==> src/rtl/refund_dispenser.sv <==
// Coin refund dispenser: accumulates refund dollars and pays them out one hopper pulse per coin.
// Latency: hopper_pulse rises 1 cycle after the IDLE->PULSE decision; all outputs registered.
// Backpressure: enable low freezes all state; REFUND_LED_EN adds 7-segment pending display.
module refund_dispenser #(
    parameter int PULSE_CYCLES   = 4,
    parameter int TIMEOUT_CYCLES = 1000,
    parameter int GAP_CYCLES     = 2,
    parameter int MAX_RETRY      = 2
) (
    input  logic        clk,
    input  logic        rstn,
    input  logic        enable,
    input  logic [3:0]  balance,
    input  logic        coin_det,
    input  logic        clr_jam,
    output logic        hopper_pulse,
    output logic        busy,
    output logic [4:0]  pending,
    output logic        jam,
    output logic        ovf,
    output logic        spurious,
    output logic [31:0] dispensed_count,
    output logic [6:0]  pending_tens_LED,
    output logic [6:0]  pending_units_LED
);
    typedef enum logic [2:0] {IDLE, PULSE, WAIT_DET, GAP, JAM} state_t;

    localparam logic [31:0] PULSE_LD   = 32'(PULSE_CYCLES);
    localparam logic [31:0] TIMEOUT_LD = 32'(TIMEOUT_CYCLES);
    localparam logic [31:0] GAP_LD     = 32'(GAP_CYCLES);
    localparam logic [7:0]  MAX_R      = 8'(MAX_RETRY);

    state_t      state_q, state_d;
    logic [31:0] timer_q, timer_d;
    logic [7:0]  retry_q, retry_d;
    logic [4:0]  pend_q, pend_d;
    logic [31:0] cnt_q, cnt_d;
    logic        ovf_q, ovf_d;
    logic        spur_q, spur_d;
    logic        pulse_q, jam_q;
    logic        confirm;
    logic [5:0]  sum;

    always_comb begin
        state_d = state_q;
        timer_d = timer_q;
        retry_d = retry_q;
        pend_d  = pend_q;
        cnt_d   = cnt_q;
        ovf_d   = ovf_q;
        spur_d  = spur_q;
        confirm = 1'b0;
        sum     = 6'd0;
        if (enable) begin
            case (state_q)
                IDLE: begin
                    if (pend_q != 5'd0) begin
                        state_d = PULSE;
                        timer_d = PULSE_LD;
                    end
                end
                PULSE: begin
                    if (timer_q <= 32'd1) begin
                        state_d = WAIT_DET;
                        timer_d = TIMEOUT_LD;
                    end else begin
                        timer_d = timer_q - 32'd1;
                    end
                end
                WAIT_DET: begin
                    // WAIT_DET is left on the first high sample, so any high here is a new coin
                    if (coin_det) begin
                        confirm = 1'b1;
                        cnt_d   = cnt_q + 32'd1;
                        retry_d = 8'd0;
                        state_d = GAP;
                        timer_d = GAP_LD;
                    end else if (timer_q <= 32'd1) begin
                        if (retry_q < MAX_R) begin
                            retry_d = retry_q + 8'd1;
                            state_d = PULSE;
                            timer_d = PULSE_LD;
                        end else begin
                            state_d = JAM;
                            timer_d = 32'd0;
                        end
                    end else begin
                        timer_d = timer_q - 32'd1;
                    end
                end
                GAP: begin
                    if (timer_q <= 32'd1) begin
                        state_d = IDLE;
                        timer_d = 32'd0;
                    end else begin
                        timer_d = timer_q - 32'd1;
                    end
                end
                JAM: begin
                    if (clr_jam) begin
                        state_d = IDLE;
                        retry_d = 8'd0;
                    end
                end
                default: state_d = IDLE;
            endcase

            if (coin_det && (state_q == IDLE || state_q == PULSE || state_q == GAP))
                spur_d = 1'b1;

            sum = {1'b0, pend_q} + {2'b00, balance} - {5'd0, confirm};
            if (sum > 6'd31) begin
                pend_d = 5'd31;
                ovf_d  = 1'b1;
            end else begin
                pend_d = sum[4:0];
            end
        end
    end

    always_ff @(posedge clk or negedge rstn) begin
        if (!rstn) begin
            state_q <= IDLE;
            timer_q <= 32'd0;
            retry_q <= 8'd0;
            pend_q  <= 5'd0;
            cnt_q   <= 32'd0;
            ovf_q   <= 1'b0;
            spur_q  <= 1'b0;
            pulse_q <= 1'b0;
            jam_q   <= 1'b0;
        end else begin
            state_q <= state_d;
            timer_q <= timer_d;
            retry_q <= retry_d;
            pend_q  <= pend_d;
            cnt_q   <= cnt_d;
            ovf_q   <= ovf_d;
            spur_q  <= spur_d;
            pulse_q <= (state_d == PULSE);
            jam_q   <= (state_d == JAM);
        end
    end

    assign hopper_pulse    = pulse_q;
    assign jam             = jam_q;
    assign pending         = pend_q;
    assign ovf             = ovf_q;
    assign spurious        = spur_q;
    assign dispensed_count = cnt_q;
    assign busy            = (pend_q != 5'd0) || (state_q != IDLE);

`ifdef REFUND_LED_EN
    function automatic logic [6:0] seg7(input logic [3:0] d);
        case (d)
            4'd0:    seg7 = 7'b1111110;
            4'd1:    seg7 = 7'b0110000;
            4'd2:    seg7 = 7'b1101101;
            4'd3:    seg7 = 7'b1111001;
            4'd4:    seg7 = 7'b0110011;
            4'd5:    seg7 = 7'b1011011;
            4'd6:    seg7 = 7'b1011111;
            4'd7:    seg7 = 7'b1110000;
            4'd8:    seg7 = 7'b1111111;
            4'd9:    seg7 = 7'b1111011;
            default: seg7 = 7'b0000000;
        endcase
    endfunction

    logic [3:0] tens_v, units_v;
    logic [6:0] tens_q, units_q;

    always_comb begin
        tens_v  = 4'(pend_d / 5'd10);
        units_v = 4'(pend_d % 5'd10);
    end

    always_ff @(posedge clk or negedge rstn) begin
        if (!rstn) begin
            tens_q  <= 7'b1111110;
            units_q <= 7'b1111110;
        end else begin
            tens_q  <= seg7(tens_v);
            units_q <= seg7(units_v);
        end
    end

    assign pending_tens_LED  = tens_q;
    assign pending_units_LED = units_q;
`else
    assign pending_tens_LED  = 7'b0000000;
    assign pending_units_LED = 7'b0000000;
`endif

endmodule
==> config.mk <==
export PLATFORM = sky130hd
export DESIGN_NAME = refund_dispenser
export DESIGN_NICKNAME = d
export VERILOG_FILES = /design/src/rtl/refund_dispenser.sv
export SDC_FILE = /design/constraint.sdc
export NUM_CORES = 1
export LEC_CHECK = 0
export BUFFER_PORTS_ARGS = -buffer_cell sky130_fd_sc_hd__buf_2
export CAP_MARGIN = 20
export CORE_ASPECT_RATIO = 0.8
export CORE_MARGIN = 10
export CORE_UTILIZATION = 61
export CTS_BUF_LIST = sky130_fd_sc_hd__clkbuf_2
export CTS_CLUSTER_DIAMETER = 150
export DETAILED_ROUTE_END_ITERATION = 10
export PLACE_DENSITY = 0.84
export SLEW_MARGIN = 15
export SYNTH_ARGS = -nofsm -noshare
export SYNTH_HDL_FRONTEND = slang
export SYNTH_SLANG_ARGS = --single-unit
==> constraint.sdc <==
create_clock -name clk -period 4.95 [get_ports clk]
set_input_delay 0 -clock clk [delete_from_list [all_inputs] [get_ports clk]]
set_output_delay 0 -clock clk [all_outputs]
set_load 0.01 [all_outputs]
; Yosys cells after proc, flatten, opt, wreduce, memory -nomap -nowiden
; Index checks and enable logic that the tools add are counted.
[word_totals]
regBits = 84
latch_bits = 0
n_memories = 0
elab_cells = 66
ram_bits = 0
rom_bits = 0
[classes]
mul = 0
div_mod_pow = 0
shift = 0
eq_ne = 10
add_sub_neg = 5
magnitude_cmp = 3
n_reduce_logical = 14
n_mux = 25
bitwise = 0
[ops]
columns = cell, n
row1 = two-way mux 32 bit, 5
row2 = case mux 32 bit (4 select lines), 1
row3 = adder 32 x 1 -> 32 bit (second input constant), 1
row4 = less-or-equal comparator 32 x 1 -> 1 bit (second input constant), 1
row5 = two-way mux 8 bit, 4
row6 = subtractor 32 x 1 -> 32 bit (second input constant), 1
row7 = two-way mux 3 bit, 9
row8 = case mux 8 bit (2 select lines), 1
row9 = case mux 3 bit (5 select lines), 1
row10 = adder 8 x 1 -> 8 bit (second input constant), 1
row11 = < comparator 8 x 2 -> 1 bit (second input constant), 1
row12 = adder 5 x 4 -> 6 bit, 1
row13 = equality test 3 x 1 -> 1 bit (second input constant), 2
row14 = equality test 3 x 2 -> 1 bit (second input constant), 2
row15 = equality test 3 bit (second input constant), 2
row16 = > comparator 6 x 5 -> 1 bit (second input constant), 1
row17 = inequality test 3 bit (second input constant), 2
row18 = AND reduction 3 bit, 2
row19 = subtractor 6 x 1 -> 6 bit, 1
row20 = two-way mux 5 bit, 1
row21 = AND reduction 5 bit, 1
row22 = nonzero test 5 bit, 1
row23 = inequality test 2 bit (second input constant), 2
row24 = AND reduction 2 bit, 2
row25 = other kinds (7), 11

; Depth between registers and ports, before layout
[logic_depth]
depth_word = 7
mapped_depth = 13
mapped_depth_nobuf = 11

; Worst setup path before layout
; Ideal clock, no wire load.
[synth_path]
kind = reg-to-reg
from = register timer_q[10]
to = register timer_q[18]
required_ns = 4.812
slack_ns = 2.315
path_stages_with_launch = 8
path_buffers = 2
setup_time_ns = 0.138
t_arrival_ns = 2.497
synth_period_minus_slack_ns = 2.635
cell_sequence = dfrtp_1 > or4_4 > or4_4 > buf_6 > buf_2 > or4_4 > a31oi_1 > a31oi_1
[synth_via]
elab_chain_len = 4
word_cells_on_any_way = 7
classes_between = 1 x add/sub / 1 x order compare / 5 x mux
[synth_lines]
columns = item, line_no
row1 = from (decl), 34  ; logic [31:0] timer_q, timer_d;
row2 = from (signal assigned), 134  ; timer_q <= timer_d;
row3 = subtractor 32 x 1 -> 32 bit / less-or-equal comparator 32 x 1 -> 1 bit (equally long branches), --
row4 = two-way mux 32 bit, 78  ; end else if (timer_q <= 32'd1) begin
row5 = two-way mux 32 bit, 72  ; if (coin_det) begin
row6 = case mux 32 bit (4 select lines) *, 55  ; case (state_q)
; Mark *: on every way between the ends. The rest lies on a longest branch, timed or not.
; A chain may end at the register's enable or synchronous reset.

; Worst setup path after layout
[layout_path]
from = register timer_q[18]
to = register retry_q[0]
[layout_via]
elab_chain_len = 3
[layout_lines]
columns = item, line_no
row1 = less-or-equal comparator 32 x 1 -> 1 bit, 78
row2 = inequality test 3 bit (no source line), --
row3 = AND reduction 5 bit (no source line), --
row4 = to (signal assigned), 135  ; retry_q <= retry_d;
row5 = to (decl), 35  ; logic [7:0] retry_q, retry_d;
; No other way between the ends.

==> impl_metrics.ini <==
[run_status]
status = finished clean

[power]
finalPower_mw = 1.96
combPwrFrac = 0.367
switchingPower_mw = 0.834
p_int_mw = 1.12
irDropWorstVdd_mv = 0.260
sequentialPowerShare = 0.473
power.leakage_nw = 2.55
switching_share = 0.426
power.density_nw_per_um2 = 369
power_frac_clock = 0.160

[global_routing]
grt_max_degree = 85
grt_pass1_vias = 3955
antenna_found_initial = 0
overflow = 0
grt_pass1_wl_mm = 19.1
grt.total_usage = 0.190

[cts]
cts_buffers = 9
cts_tree = yes
cts-resized-gates = 0
insertion_delay_ns = 0.56
cts.sinks = 84
post-cts-setup-buffers = 0
cts_root_buffer = clkbuf_2
htreeDepth = 3
clkSlewWorstSetupHoldPaths_ns = 0.23
cts_max_path_buffers = 2

[worst_setup_path]
arrival_ns = 3.55
reg2reg_from = timer_q[18]
required_ns = 5.41
rr_endpoint = retry_q[0]
r2r_slack_ns = 1.87
cp_max_fo = 11
start_kind = flip-flop
ff2ff_path_depth = 5
slowest_delay_ns = 0.78
path_class = reg2reg
path_cells = nor4_1, nand3_1, nor4_2, o21ai_1, mux2_1
endpoint_kind = flip-flop
critPathSlowestCell = nor4_1

[routing]
vias = 4278
wl_per_cell_microns = 16.8
viasPerCell = 6.21
drc = 0
wirelength_mm = 11.6
detail-route-antenna-nets = 0
drtPass1Iterations = 7
first_iter_violations = 414

[sta]
hold_viol_final = 0
min_period_over_period = 0.623
rsz0062_at_grt = no
period_needed_ns = 3.08
worstMarginPinSlew_ns = 1.10
final_max_slew_viol_count = 0
fin_skew_ns = 0.0263
max_freq_mhz = 324
setup_viol = 0
fin_tns_setup_ns = 0
slew_headroom = 0.264

[worst_hold_path]
worst_hold_startpoint = balance[1]
holdPathStages = 5
holdPathEnd = pending[1]
hold_path_class = in2reg

[logic_synthesis]
yosysUniqueCellTypes = 62
syn_area_per_cell_sq_um = 9.22
synthesis.instances = 527
syn-cell-area_sq_um = 4860
synthArstFlopShare = 1.00
ys.flop_type = dfrtp_1
synth-seq-area-share = 0.433
ys_warn_count = 0
synth-edff-count = 0
ys_seq_elements = 84

[final_layout]
syn_to_final_growth_pct = 9.19
fin_nets = 599
antenna_cells = 0
drive_above_1_share = 0.143
post-route-util = 0.677

[placement]
hpwlAfterDp_mm = 8.14
gp_routability_congestion = 0.935
io_buffers = 50

[floorplanning]
dieArea_sq_um = 12000
start_util = 0.620
dieHeight_microns = 99.8
std_cell_rows = 29
die_x_microns = 120
ios = 65
coreArea_sq_um = 7840

[flow_run]
drv_cap = 0
cell usage after synthesis, types with 13 or more instances:
master | number | area [sq um]
nor2_1 | 33 | 124
dfrtp_1 | 84 | 2100
nand2_1 | 37 | 139
a31oi_1 | 26 | 163
o21ai_0 | 19 | 95.1
clkbuf_1 | 17 | 63.8
nor4_1 | 14 | 87.6
a21oi_1 | 24 | 120
buf_4 | 14 | 105
nand3_1 | 14 | 70.1
inv_1 | 37 | 139
ha_1 | 13 | 163
xnor2_1 | 22 | 193
nand4_1 | 18 | 113
nor3_1 | 22 | 110
power groups by stage:
stage / sequential, mW / clock [mW] / combinational [mW]
6_report: 0.928 / 0.313 / 0.719
3_3_place_gp: 0.928 / 0 / 0.655
3_5_place_dp: 0.935 / 0 / 0.691
4_1_cts: 0.922 / 0.320 / 0.699
5_1_grt: 0.947 / 0.353 / 0.808
2_1_floorplan: 0.910 / 0 / 0.541
critical path, delay by kind of cell, from the launching register on:
| kind | cells | cell delay (ns) |
|---|---|---|
| compound gates | 1 | 0.20 |
| flops | 1 | 0.47 |
| mux | 1 | 0.34 |
| simple gates | 3 | 1.97 |
stage by stage:
stage	hold WS (ns)	cells	area [sq um]	worst slack [ns]
floorplan	-0.296	540	4910	2.31
global placement	0.245	665	5120	2.18
detailed placement	0.251	665	5120	2.09
CTS	0.0274	686	5260	2.02
global route	0.0485	689	5310	1.71
finish	0.0253	689	5310	1.87
layer usage:
metal	up-vias	track usage	share of wire
met1	2042	0.248	0.44
met2	198	0.304	0.46
met3	33	0.0611	0.079
met4	0	0.0435	0.021
li1	2005	-	-
met5	-	0	0
layout make-up:
class	instances	area, sq um
inverters	38	143
flip-flops and latches	84	2100
repair buffers	61	368
well taps	108	135
fillers	629	2530
clock inverters	6	38.8
clock buffers	10	50.0
multi-input cells	382	2470
logic make-up after synthesis:
logic type / synth area share
and+or+nand+nor: 0.209
adders and majority gates: 0.0376
DFF: 0.433
buffers and inverters: 0.0705
muxes: 0.0108
xor gates and xnor gates: 0.0613
AOI/OAI and AO/OA: 0.177
other: 0.000772
registers in the layout, indices dropped and copies added, names as in the netlist:
name and count:
dispensed_count 32, timer_q 32, retry_q 8, pending 5
state_q 3, hopper_pulse 1, jam 1, ovf 1
spurious 1
cell usage in the layout, fill, tap and decap left out, types with 13 or more instances in the layout:
cell type  count
xnor2_1       22
nor2_1        33
o21ai_0       19
dfrtp_1       84
a31oi_1       25
nand2_1       37
nand3_1       14
conb_1        14
nand4_1       18
ha_1          13
a21oi_1       24
buf_2         49
nor4_1        14
nor3_1        22
inv_1         37
worst max-delay path by stage:
stage                start     endpoint  slack (ns)
2_1_floorplan  timer_q[10]  timer_q[18]        2.31
3_3_place_gp   timer_q[18]   retry_q[0]        2.18
3_5_place_dp   timer_q[18]   retry_q[0]        2.09
4_1_cts        timer_q[18]   timer_q[2]        2.02
5_1_grt        timer_q[18]   timer_q[2]        1.71
6_report       timer_q[18]   retry_q[0]        1.87
repair_timing:
action                                  CTS  global route
hold buffers                              5             1
endpoints found under the setup margin    0             0
hold endpoints to repair                101            18
(Power assumes the default switching activity.)
